`config.mk`:
```
export PLATFORM = sky130hd
export DESIGN_NAME = ram_master
export DESIGN_NICKNAME = d
export VERILOG_FILES = /design/src/rtl/ram_master.sv
export SDC_FILE = /design/constraint.sdc
export NUM_CORES = 1
export LEC_CHECK = 0
export ABC_AREA = 1
export CAP_MARGIN = 30
export CORE_MARGIN = 2
export CORE_UTILIZATION = 42
export CTS_CLUSTER_DIAMETER = 200
export DETAILED_ROUTE_END_ITERATION = 16
export PLACE_DENSITY = 0.81
export SETUP_SLACK_MARGIN = 0.5
export SLEW_MARGIN = 20
export SYNTH_ARGS = -nofsm -noshare
export SYNTH_HDL_FRONTEND = slang
export SYNTH_SLANG_ARGS = --single-unit
```
`constraint.sdc`:
```
create_clock -name clk -period 2.9 [get_ports clk]
set_clock_uncertainty 0.15 [all_clocks]
set_input_delay 0.58 -clock clk [delete_from_list [all_inputs] [get_ports clk]]
set_output_delay 0.58 -clock clk [all_outputs]
set_load 0.03 [all_outputs]
```
`src/rtl/ram_master.sv`:
```
// ram_master: turns one CPU load/store into one or two SRAM driver accesses,
// doing read-modify-write for SB/SH and aligning/extending load data.
// Optional macro RAM_MASTER_TIMEOUT_EN adds a per-access watchdog (TIMEOUT_CYCLES).
module ram_master #(
  parameter int TIMEOUT_CYCLES = 15
) (
  input  logic        clk,
  input  logic        rst,
  input  logic        req_i,
  input  logic [2:0]  op_i,
  input  logic [31:0] addr_i,
  input  logic [31:0] wdata_i,
  output logic [31:0] rdata_o,
  output logic        done_o,
  output logic        err_o,
  output logic        busy_o,
  output logic        ram_ce_o,
  output logic        ram_we_o,
  output logic [31:0] ram_addr_o,
  output logic [31:0] ram_data_o,
  input  logic        ram_ready_i,
  input  logic [31:0] ram_data_i
);

  localparam logic [2:0] OP_LW  = 3'd0;
  localparam logic [2:0] OP_LH  = 3'd1;
  localparam logic [2:0] OP_LHU = 3'd2;
  localparam logic [2:0] OP_LB  = 3'd3;
  localparam logic [2:0] OP_LBU = 3'd4;
  localparam logic [2:0] OP_SW  = 3'd5;
  localparam logic [2:0] OP_SH  = 3'd6;
  localparam logic [2:0] OP_SB  = 3'd7;

  typedef enum logic [2:0] {S_IDLE, S_RD, S_GAP, S_WR, S_DONE} state_t;

  state_t      r_state, w_next;
  logic [2:0]  r_op;
  logic [31:0] r_addr, r_wdata, r_word;
  logic        r_err;

  logic        w_misalign, w_is_load, w_timeout;
  logic [7:0]  w_byte;
  logic [15:0] w_half;
  logic [31:0] w_ext, w_merged;

`ifdef RAM_MASTER_TIMEOUT_EN
  localparam logic [3:0] LP_TO_LAST = 4'(TIMEOUT_CYCLES - 1);
  logic [3:0] r_cnt;

  // Watchdog: restarts on every state change, counts cycles spent waiting for ready
  always_ff @(posedge clk or posedge rst) begin
    if (rst)                                                   r_cnt <= 4'd0;
    else if (w_next != r_state)                                r_cnt <= 4'd0;
    else if ((r_state == S_RD || r_state == S_WR) && !ram_ready_i) r_cnt <= r_cnt + 4'd1;
  end

  assign w_timeout = (r_state == S_RD || r_state == S_WR) && !ram_ready_i && (r_cnt == LP_TO_LAST);
`else
  logic w_unused_timeout;
  assign w_unused_timeout = |TIMEOUT_CYCLES;
  assign w_timeout = 1'b0;
`endif

  // Alignment check on the incoming request (words on 4, halfwords on 2)
  always_comb begin
    w_misalign = 1'b0;
    case (op_i)
      OP_LW, OP_SW:         w_misalign = (addr_i[1:0] != 2'b00);
      OP_LH, OP_LHU, OP_SH: w_misalign = addr_i[0];
      default:              w_misalign = 1'b0;
    endcase
  end

  assign w_is_load = (r_op <= OP_LBU);

  // State register
  always_ff @(posedge clk or posedge rst) begin
    if (rst) r_state <= S_IDLE;
    else     r_state <= w_next;
  end

  // Next-state: loads/sub-word stores read first, SW writes directly, errors skip the driver
  always_comb begin
    w_next = r_state;
    case (r_state)
      S_IDLE: if (req_i) begin
        if (w_misalign)        w_next = S_DONE;
        else if (op_i == OP_SW) w_next = S_WR;
        else                    w_next = S_RD;
      end
      S_RD: begin
        if (ram_ready_i)    w_next = w_is_load ? S_DONE : S_GAP;
        else if (w_timeout) w_next = S_DONE;
      end
      S_GAP:   w_next = S_WR;
      S_WR:    if (ram_ready_i || w_timeout) w_next = S_DONE;
      S_DONE:  w_next = S_IDLE;
      default: w_next = S_IDLE;
    endcase
  end

  // Request latch, read capture and sub-word merge into the working word
  always_ff @(posedge clk or posedge rst) begin
    if (rst) begin
      r_op    <= 3'd0;
      r_addr  <= 32'd0;
      r_wdata <= 32'd0;
      r_word  <= 32'd0;
      r_err   <= 1'b0;
    end else begin
      case (r_state)
        S_IDLE: if (req_i) begin
          r_op    <= op_i;
          r_addr  <= addr_i;
          r_wdata <= wdata_i;
          r_word  <= (op_i == OP_SW) ? wdata_i : 32'd0;
          r_err   <= w_misalign;
        end
        S_RD: begin
          if (ram_ready_i)    r_word <= ram_data_i;
          else if (w_timeout) r_err  <= 1'b1;
        end
        S_GAP: r_word <= w_merged;
        S_WR:  if (!ram_ready_i && w_timeout) r_err <= 1'b1;
        default: ;
      endcase
    end
  end

  // Lane selection (little-endian) and load extension
  always_comb begin
    w_byte = r_word[7:0];
    case (r_addr[1:0])
      2'd1:    w_byte = r_word[15:8];
      2'd2:    w_byte = r_word[23:16];
      2'd3:    w_byte = r_word[31:24];
      default: w_byte = r_word[7:0];
    endcase
    w_half = r_addr[1] ? r_word[31:16] : r_word[15:0];
    w_ext  = 32'd0;
    case (r_op)
      OP_LW:   w_ext = r_word;
      OP_LH:   w_ext = {{16{w_half[15]}}, w_half};
      OP_LHU:  w_ext = {16'd0, w_half};
      OP_LB:   w_ext = {{24{w_byte[7]}}, w_byte};
      OP_LBU:  w_ext = {24'd0, w_byte};
      default: w_ext = 32'd0;
    endcase
  end

  // Store merge: only the addressed lane(s) are replaced, the rest keep the read value
  always_comb begin
    w_merged = r_word;
    if (r_op == OP_SB) begin
      case (r_addr[1:0])
        2'd0: w_merged[7:0]   = r_wdata[7:0];
        2'd1: w_merged[15:8]  = r_wdata[7:0];
        2'd2: w_merged[23:16] = r_wdata[7:0];
        2'd3: w_merged[31:24] = r_wdata[7:0];
        default: ;
      endcase
    end else if (r_op == OP_SH) begin
      if (r_addr[1]) w_merged[31:16] = r_wdata[15:0];
      else           w_merged[15:0]  = r_wdata[15:0];
    end
  end

  assign ram_ce_o   = (r_state == S_RD) || (r_state == S_WR);
  assign ram_we_o   = (r_state == S_WR);
  assign ram_addr_o = {r_addr[31:2], 2'b00};
  assign ram_data_o = (r_state == S_WR) ? r_word : 32'd0;
  assign done_o     = (r_state == S_DONE);
  assign err_o      = (r_state == S_DONE) && r_err;
  assign busy_o     = (r_state != S_IDLE);
  assign rdata_o    = ((r_state == S_DONE) && !r_err && w_is_load) ? w_ext : 32'd0;

endmodule
```
=== After elaboration in Yosys (flattened, before gate mapping) ===
Cells that the tools add are included.

* Output and inout port bits: 101
* Logic and storage cells: 82
* Flip-flop bits (word level): 87
* Bits of input ports: 103

* Mux-type cells: 25
* Order comparisons: 1
* Reduce and logical (&&, ||, !) cells: 20
* Eq/ne operators: 27

{| class="wikitable"
|+ Operator list
! kind !! count
|-
| two-way mux 32 bit || 7
|-
| one-hot mux 32 bit (5 select lines) || 1
|-
| one-hot mux 32 bit (3 select lines) || 1
|-
| two-way mux 16 bit || 3
|-
| two-way mux 8 bit || 4
|-
| one-hot mux 8 bit (3 select lines) || 1
|-
| AND reduction 6 bit || 4
|-
| equality test 3 bit (second input constant) || 6
|-
| != test 3 bit (second input constant) || 6
|-
| equality test 3 x 2 -> 1 bit (second input constant) || 5
|-
| two-way mux 3 bit || 5
|-
| one-hot mux 3 bit (4 select lines) || 1
|-
| equality test 3 x 1 -> 1 bit (second input constant) || 3
|-
| logical NOT 3 bit || 3
|-
| nonzero test 3 bit || 2
|-
| equality test 2 bit (second input constant) || 2
|-
| != test 2 bit (second input constant) || 2
|-
| <= comparator 3 bit (second input constant) || 1
|-
| logical AND 1 bit || 3
|-
| != test 3 x 2 -> 1 bit (second input constant) || 1
|-
| AND reduction 3 bit || 1
|-
| OR reduction 3 bit || 1
|-
| equality test 2 x 1 -> 1 bit (second input constant) || 1
|-
| logical NOT 2 bit || 1
|-
| other kinds (8) || 8
|}

=== Logic depth before layout (Yosys ltp) ===
Gate-level depths: netlist of run 1.

* Depth in word-level cells: 6
* Gate-level depth with buffers: 10
* Gate-level depth less buffers: 9

=== Least setup slack after synthesis of run 1 ===
No wires, ideal clock.

* Path kind: register to output
* From: register r_state[1]
* To: output port rdata_o[12]
* Data arrival time: 2.009 ns
* Setup slack: 0.161 ns
* Buffers on the path: 2
* Cell stages (with the launch flop): 6
* Data required time: 2.170 ns
* Path through: dfrtp_1 -> buf_2 -> nor3_2 -> nand3_2 -> buf_2 -> a31oi_1

* Cells in the longest elaborated chain, start to end: 4

{| class="wikitable"
|+ Ends and longest elaborated chain
! item !! RTL line !! source
|-
| start: declaration || 36 || <nowiki>state_t r_state, w_next;</nowiki>
|-
| start signal: assignment || 79 || <nowiki>else r_state <= w_next;</nowiki>
|-
| equality test 3 bit || n/a ||
|-
| named net done_o || 14 || <nowiki>output logic done_o,</nowiki>
|-
| logical AND 1 bit (2 in series) || 175 || <nowiki>assign rdata_o = ((r_state == S_DONE) && !r_err && w_is_load) ? w_ext : 32'd0;</nowiki>
|-
| two-way mux 32 bit || 175 ||
|-
| end: declaration || 13 || <nowiki>output logic [31:0] rdata_o,</nowiki>
|}

The timed path passes the listed nets, and every way through them passes these cells.

=== Worst setup path in the final report of run 1 ===
* From: register r_addr[1]
* To: output port rdata_o[13]

* Cells in the longest elaborated chain, start to end: 4
* Elaborated cells on any way between the ends: 7
* Those cells by class: 3 x eq/ne; 4 x mux

{| class="wikitable"
|+ Ends and longest elaborated chain
! item !! RTL line !! source
|-
| start: declaration || 38 || <nowiki>logic [31:0] r_addr, r_wdata, r_word;</nowiki>
|-
| start signal: assignment || 114 || <nowiki>r_addr <= addr_i;</nowiki>
|-
| equality test 2 bit / equality test 2 x 1 -> 1 bit (equally long branches) || 133 || <nowiki>case (r_addr[1:0])</nowiki>
|-
| one-hot mux 8 bit (3 select lines) || 133 ||
|-
| one-hot mux 32 bit (5 select lines) (*) || 141 || <nowiki>case (r_op)</nowiki>
|-
| two-way mux 32 bit (*) || 175 ||
|}

Every way passes the cells marked *; elsewhere a longest branch is shown, timed or not.

==> results of run 1 <==
[layout make-up]
class	count	area, um2
sequential	87	2180
inverter	111	457
clock buffer	10	239
clock inverter	6	67.6
tap	180	225
timing repair buffer	238	2280
fill	1216	5100
multi-input combinational	658	3130
timing repair inverter	3	36.3
[cell usage in the layout (no fill, tap or decap), drive strengths merged, types with 2 or more instances in the layout]
cell / instances
inv: 113
nand3: 42
clkinvlp: 3
clkbuf: 14
buf: 100
a21oi: 13
o21ai: 53
conb: 2
nand4: 25
nor2: 96
dfrtp: 87
clkinv: 3
clkdlybuf4s50: 132
nand2: 416
dlygate4sd2: 2
a31oi: 8
[power groups by stage]
| stage | Sequential [mW] | Combinational (mW) | Clock [mW] |
|---|---|---|---|
| floorplan | 2.08 | 3.49 | 0 |
| global placement | 2.23 | 4.44 | 0 |
| detailed placement | 2.25 | 4.48 | 0 |
| CTS | 2.24 | 4.85 | 1.22 |
| global route | 2.33 | 5.72 | 1.26 |
| finish | 2.27 | 5.25 | 1.19 |
[routing by layer]
layer,track usage (%),vias to the layer above,part of all wire (%)
met3,4.63,39,8.2
li1,-,3166,-
met1,34.3,2950,41
met5,0,-,0
met4,8.55,0,2.7
met2,42.2,328,48
[worst reg2reg max path, stage by stage (launching register included)]
cell     delay [ns]
dfrtp_2        0.44
buf_6          0.15
buf_4          0.12
nand3_2        0.30
nand2_1        0.24
nor2_2         0.09
nor2_8         0.20
nand2_2        0.15
nand2_1        0.12
nand2_1        0.06
[through the flow]
stage | hold slack (ns) | instances | setup WS [ns] | util [%]
after floorplan | 0.299 | 928 | 0.432 | -
after global placement | 0.312 | 1249 | 0.320 | 56.5
after detailed placement | 0.315 | 1249 | 0.206 | 56.5
after CTS | 0.333 | 1281 | 0.397 | 60.1
after global routing | 0.346 | 1293 | 0.313 | 62.8
final | 0.330 | 1293 | 0.362 | 62.8
[state kept, by name, indices dropped and copies added, names as in the netlist]
signal / flops
r_addr: 32
r_op: 3
r_state: 3
r_wdata: 16
r_err: 1
r_word: 32
[path summary, 6_finish.rpt]
path / cells past startpoint / endpoint
max reg2reg: 9 / r_word[24]$_DFFE_PP0P_
min in group asynchronous: 3 / r_err$_DFFE_PP0P_
max: 8 / rdata_o[13]
min reg2reg: 2 / r_word[16]$_DFFE_PP0P_
max in group asynchronous: 3 / r_addr[1]$_DFFE_PP0P_
min: 2 / r_word[16]$_DFFE_PP0P_
[logic make-up after synthesis]
group | Yosys count | synth area share [%]
compound gates | 74 | 6.52
buf+inv | 185 | 15.3
flops | 87 | 37.3
other cells | 1 | 0.0643
simple gates | 580 | 40.8
[cell usage after synthesis, drive strengths merged, types with 8 or more instances]
master  count  share of area, %
nand2     414                27
inv       111               7.1
buf        64               7.5
a31oi       8              0.86
dfrtp      87                37
a21oi      13               1.1
nor2       96               6.8
nand4      25               2.7
o21ai      53               4.5
nand3      42               3.9
clkbuf     10              0.64
[repair_timing]
item,CTS,global route
gates cloned,1,4
pin swaps,5,8
setup endpoints to repair,69,66
resized for setup,223,93
buffers inserted,15,8
==> flow_summary_export.csv, run 1 <==
group,metric,value,unit
status,status,"finished clean",
synthesis,async_reset_ff_share,100,%
worst_setup_path,endpoint_kind,"primary output",
route,viasPerCell,5.01,
sta,finalCriticalPeriod,2.54,ns
global_route,overflow,0,
sta,tns,0,ns
worst_setup_path,cp-startpoint,"r_addr[1]$_DFFE_PP0P_",
global_route,grt_max_degree,88,
worst_setup_path,crit_top_cell,"nand2_2",
floorplanning,die-area,0.0148,mm2
worst_setup_path,criticalPathCategory,"reg -> out",
pwr,p_seq_share,26.1,%
floorplanning,fp-row-count,43,
floorplanning,core_area,0.0137,mm2
cells_and_area,design_area,0.00861,mm2
place,port_buffers,201,
synthesis,synthFlopType,"dfrtp_1",
route,num_vias,6483,
pwr,clkPwrFrac,13.7,%
worst_setup_path,cp.arrival,1.81,ns
synthesis,syn_inst,927,
clocking,cts.path.max_buffers,2,
cells_and_area,nets,1211,
pwr,peakVddDrop,0.643,mV
worst_setup_path,crit_path_cell_trace,"inv_4 -> nand2_2 -> nand2_2 -> nand2_2 -> nand3_4 -> buf_12 -> a31oi_4 -> buf_6",
clocking,clk_pin_slew,0.07,ns
cells_and_area,area.growth.synth_to_final,47.7,%
cells_and_area,diodes,0,
worst_setup_path,start_kind,"flop",
pwr,switching_share,50.4,%
worst_setup_path,slowest_stage,"dfrtp_2",
worst_setup_path,critPathMaxFanout,7,
route,drt_pass1_iterations,6,
sta,rsz0062_at_grt,"yes",
route,drc_errors,0,
sta,slew_headroom,61.7,%
floorplanning,fp.dieH,122,um
worst_setup_path,critical-path-top-delay-family,"flip-flops",
global_route,grt_pass1_vias,5912,
synthesis,seq_area_frac_synth,37.3,%
pwr,p_int,4.33,mW
worst_setup_path,crit_buf_inv,3,
pwr,cellLeakagePower,4.41,nW
worst_setup_path,reg2reg_from,"r_op[0]$_DFFE_PP0P_",
floorplanning,io_pins,204,
synthesis,ys_warn_count,0,
route,routed_wl,19900,um
clocking,ctsRootBufferMaster,"clkbuf_16",
pwr,power_frac_comb,60.2,%
synthesis,ys_ff_latch,87,
pwr,power.net_switching,4.39,mW
global_route,antenna_found_initial,0,
synthesis,yosys.cell_types.count,25,
sta,fmax,394,MHz
clocking,cts_buffers,9,
pwr,powerDensity,1010,mW/mm2
worst_setup_path,slowest_delay,0.48,ns
route,drtAntennaViolNets,0,
worst_setup_path,r2r_slack,0.77,ns
synthesis,synth.avg_cell_area,6.29,um2
global_route,grt_pass1_wl,30000,um
cells_and_area,drive_gt1_share,20.9,%
clocking,clock_sink_count,87,
place,post-dp-hpwl,13700,um
sta,hold_viol_final,0,
clocking,tritoncts,"built",
run,maxCapViolations,0,
place,placed_cell_area,0.00776,mm2
route,drtIter0Drc,506,
synthesis,synth_edf_count,0,
floorplanning,die_x,122,um
global_route,grt_usage,25.7,%
sta,worst_pin_slew,0.573,ns
synthesis,syn_area,0.00583,mm2
pwr,total_power,8.71,mW
sta,setup_viol,0,
worst_setup_path,cp.required,2.17,ns
clocking,hold_buffers,0,
min_path,min-delay-start,"r_word[16]$_DFFE_PP0P_",
place,place_congestion,0.958,
sta,min_period_over_period,87.5,%
min_path,hold_class,"reg -> reg",
sta,drv_slew,0,
floorplanning,start_util,42.5,%
clocking,cts_max_level,3,
route,post_drt_wl_per_cell,15.4,um
clocking,clkLatencyLatePin,0.34,ns
(Power assumes the default switching activity.)
==> run 2: changes to the inputs <==
Settings changed: TNS_END_PERCENT from default to 20.
Clock period 2.9 ns to 2.3 ns, I/O delays scaled along.
==> flow_summary_export.csv, run 2 (same netlist as run 1, synthesis figures left out) <==
group,metric,value,unit
sta,setup_viol,33,
cells_and_area,reg.largest.list,"r_addr: 32 flops, r_word: 32 flops, r_wdata: 16 flops",
status,violations,"setup timing",
min_path,min-delay-start,"r_addr[23]$_DFFE_PP0P_",
clocking,clk_pin_slew,0.06,ns
clocking,tritoncts,"built",
clocking,clock_sink_count,87,
route,drtIter0Drc,524,
route,routed_wl,22100,um
pwr,total_power,12.0,mW
sta,drv_slew,0,
floorplanning,fp.dieH,122,um
pwr,switching_share,51.2,%
route,viasPerCell,5.23,
pwr,powerDensity,1260,mW/mm2
cells_and_area,nets,1220,
clocking,cts_max_level,3,
sta,hold_viol_final,0,
cells_and_area,layout_commonest_cell,"nand2_1",
cells_and_area,fin_util,69.4,%
pwr,cellLeakagePower,4.83,nW
cells_and_area,ff_latch_area,0.00218,mm2
worst_setup_path,r2r_slack,0.15,ns
clocking,cts.path.max_buffers,2,
min_path,hold_path_end,"r_addr[23]$_DFFE_PP0P_",
clocking,ctsRootBufferMaster,"clkbuf_16",
pwr,peakVddDrop,0.636,mV
place,post-dp-hpwl,13700,um
worst_setup_path,reg2reg_from,"r_state[2]$_DFFE_PP0P_",
sta,rsz0062_at_grt,"yes",
floorplanning,fp-row-count,43,
status,status,"finished, violations left",
run,maxCapViolations,0,
min_path,hold_class,"reg -> reg",
cells_and_area,area.growth.synth_to_final,63.2,%
worst_setup_path,slowest_delay,0.45,ns
sta,fmax,391,MHz
place,port_buffers,201,
route,drtAntennaViolNets,0,
floorplanning,io_pins,204,
floorplanning,core_area,0.0137,mm2
global_route,grt_pass1_wl,30800,um
cells_and_area,layout_common_cells,"nand2_1, clkdlybuf4s50_1, dfrtp_1, inv_1, buf_6",
route,drc_errors,0,
route,num_vias,6808,
global_route,grt_pass1_vias,6363,
cells_and_area,drive_gt1_share,30.6,%
worst_setup_path,cp.required,1.69,ns
worst_setup_path,endpoint_kind,"primary output",
worst_setup_path,cp.arrival,1.95,ns
place,place_congestion,1.05,
worst_setup_path,r2r_end,"r_word[3]$_DFFE_PP0P_",
sta,finalCriticalPeriod,2.56,ns
clocking,hold_buffers,0,
pwr,clkPwrFrac,13.6,%
clocking,clkLatencyLatePin,0.34,ns
pwr,power_frac_comb,62.3,%
cells_and_area,num-fill-cells,1025,
cells_and_area,diodes,0,
global_route,antenna_found_initial,1,
worst_setup_path,rr_worst_depth,12,
place,place_ws,0.181,ns
pwr,p_seq_share,24.1,%
sta,worst_slack,-0.257,ns
pwr,power.net_switching,6.12,mW
worst_setup_path,critPathMaxFanout,8,
global_route,grt_usage,26.4,%
pwr,p_int,5.84,mW
global_route,overflow,0,
min_path,hold_depth,2,
worst_setup_path,start_kind,"flop",
floorplanning,die_x,122,um
worst_setup_path,crit_path_cell_trace,"nor3_4 -> nand3_4 -> buf_12 -> a31oi_4 -> buf_6",
floorplanning,die-area,0.0148,mm2
worst_setup_path,slowest_stage,"dfrtp_2",
sta,min_period_over_period,111,%
route,drt_pass1_iterations,5,
clocking,cts_buffers,9,
global_route,grt_max_degree,88,
worst_setup_path,criticalPathCategory,"reg -> out",
route,post_drt_wl_per_cell,17.0,um
floorplanning,start_util,42.5,%
cells_and_area,multiInputGateArea,0.00369,mm2
==> run 2: cell types whose count changed in the layout (fill, tap and decap cells not counted), moves of 17 or more <==
cell             previous run  this run
dlygate4sd2_1               2        31
nor2_4                      3        36
buf_6                      28        59
nor2_1                     65        47
clkdlybuf4s50_1           132       102
nand2_1                   398       330
nand2_4                     4        29
nand2_2                    13        53
buf_2                      17         0
==> run 2: per-layer routing <==
| layer | wire (um) | share of wire, % | GRT usage (%) |
|---|---|---|---|
| met1 | 8120 | 37 | 30.0 |
| met2 | 10900 | 49 | 44.7 |
| met3 | 1910 | 8.6 | 7.12 |
| met4 | 1140 | 5.2 | 15.2 |
| met5 | 0 | 0 | 0 |
==> run 2: worst max path at each step <==
stage,slack [ns],cells after the start,from,end
after detailed placement,0.18,4,r_state[2]$_DFFE_PP0P_,ram_we_o
after global routing,-0.29,5,r_state[1]$_DFFE_PP0P_,rdata_o[8]
after floorplan,-0.32,5,r_state[1]$_DFFE_PP0P_,rdata_o[12]
after CTS,-0.03,10,r_op[1]$_DFFE_PP0P_,rdata_o[1]
final,-0.26,5,r_state[1]$_DFFE_PP0P_,rdata_o[8]
after global placement,0.20,4,r_state[2]$_DFFE_PP0P_,ram_we_o
==> run 2: area by class of cell <==
cell class	instances	share of cell area, %
multi-input cells	657	38.8
repair buffers	250	27.3
clock buffers	11	2.66
clock inverters	5	0.828
well taps	180	2.37
repair inverters	1	0.118
flip-flops and latches	87	22.9
inverters	111	5.00
==> run 2: what timing repair did <==
item                                    CTS  global route
setup buffers                            17             7
pin swaps                                77            95
gates cloned                              2             1
endpoints found under the setup margin  131           149
resized for setup                       233           175
==> run 2: per-stage QoR <==
stage / cell area [um2] / hold slack (ns) / std cells / TNS [ns]
2_1_floorplan: 5840 / 0.299 / 928 / -8.07
3_3_place_gp: 7730 / 0.311 / 1259 / 0
4_1_cts: 8850 / 0.323 / 1294 / -0.184
5_1_grt: 9520 / 0.347 / 1302 / -5.01
6_report: 9520 / 0.318 / 1302 / -2.71
3_5_place_dp: 7730 / 0.314 / 1259 / 0
==> run 2: worst max-delay path, delay by kind of cell (launching register included) <==
| family | cells | cell delay (ns) |
|---|---|---|
| simple gates | 2 | 0.48 |
| compound gates | 1 | 0.27 |
| flops | 1 | 0.45 |
| buf+inv | 2 | 0.40 |
==> run 2: power by group through the flow <==
stage | clock, mW | sequential, mW | combinational [mW]
after detailed placement | 0 | 2.83 | 5.61
final | 1.62 | 2.88 | 7.46
after CTS | 1.63 | 2.81 | 6.44
after global placement | 0 | 2.80 | 5.54
after floorplan | 0 | 2.62 | 4.31
after global routing | 1.71 | 2.95 | 8.03
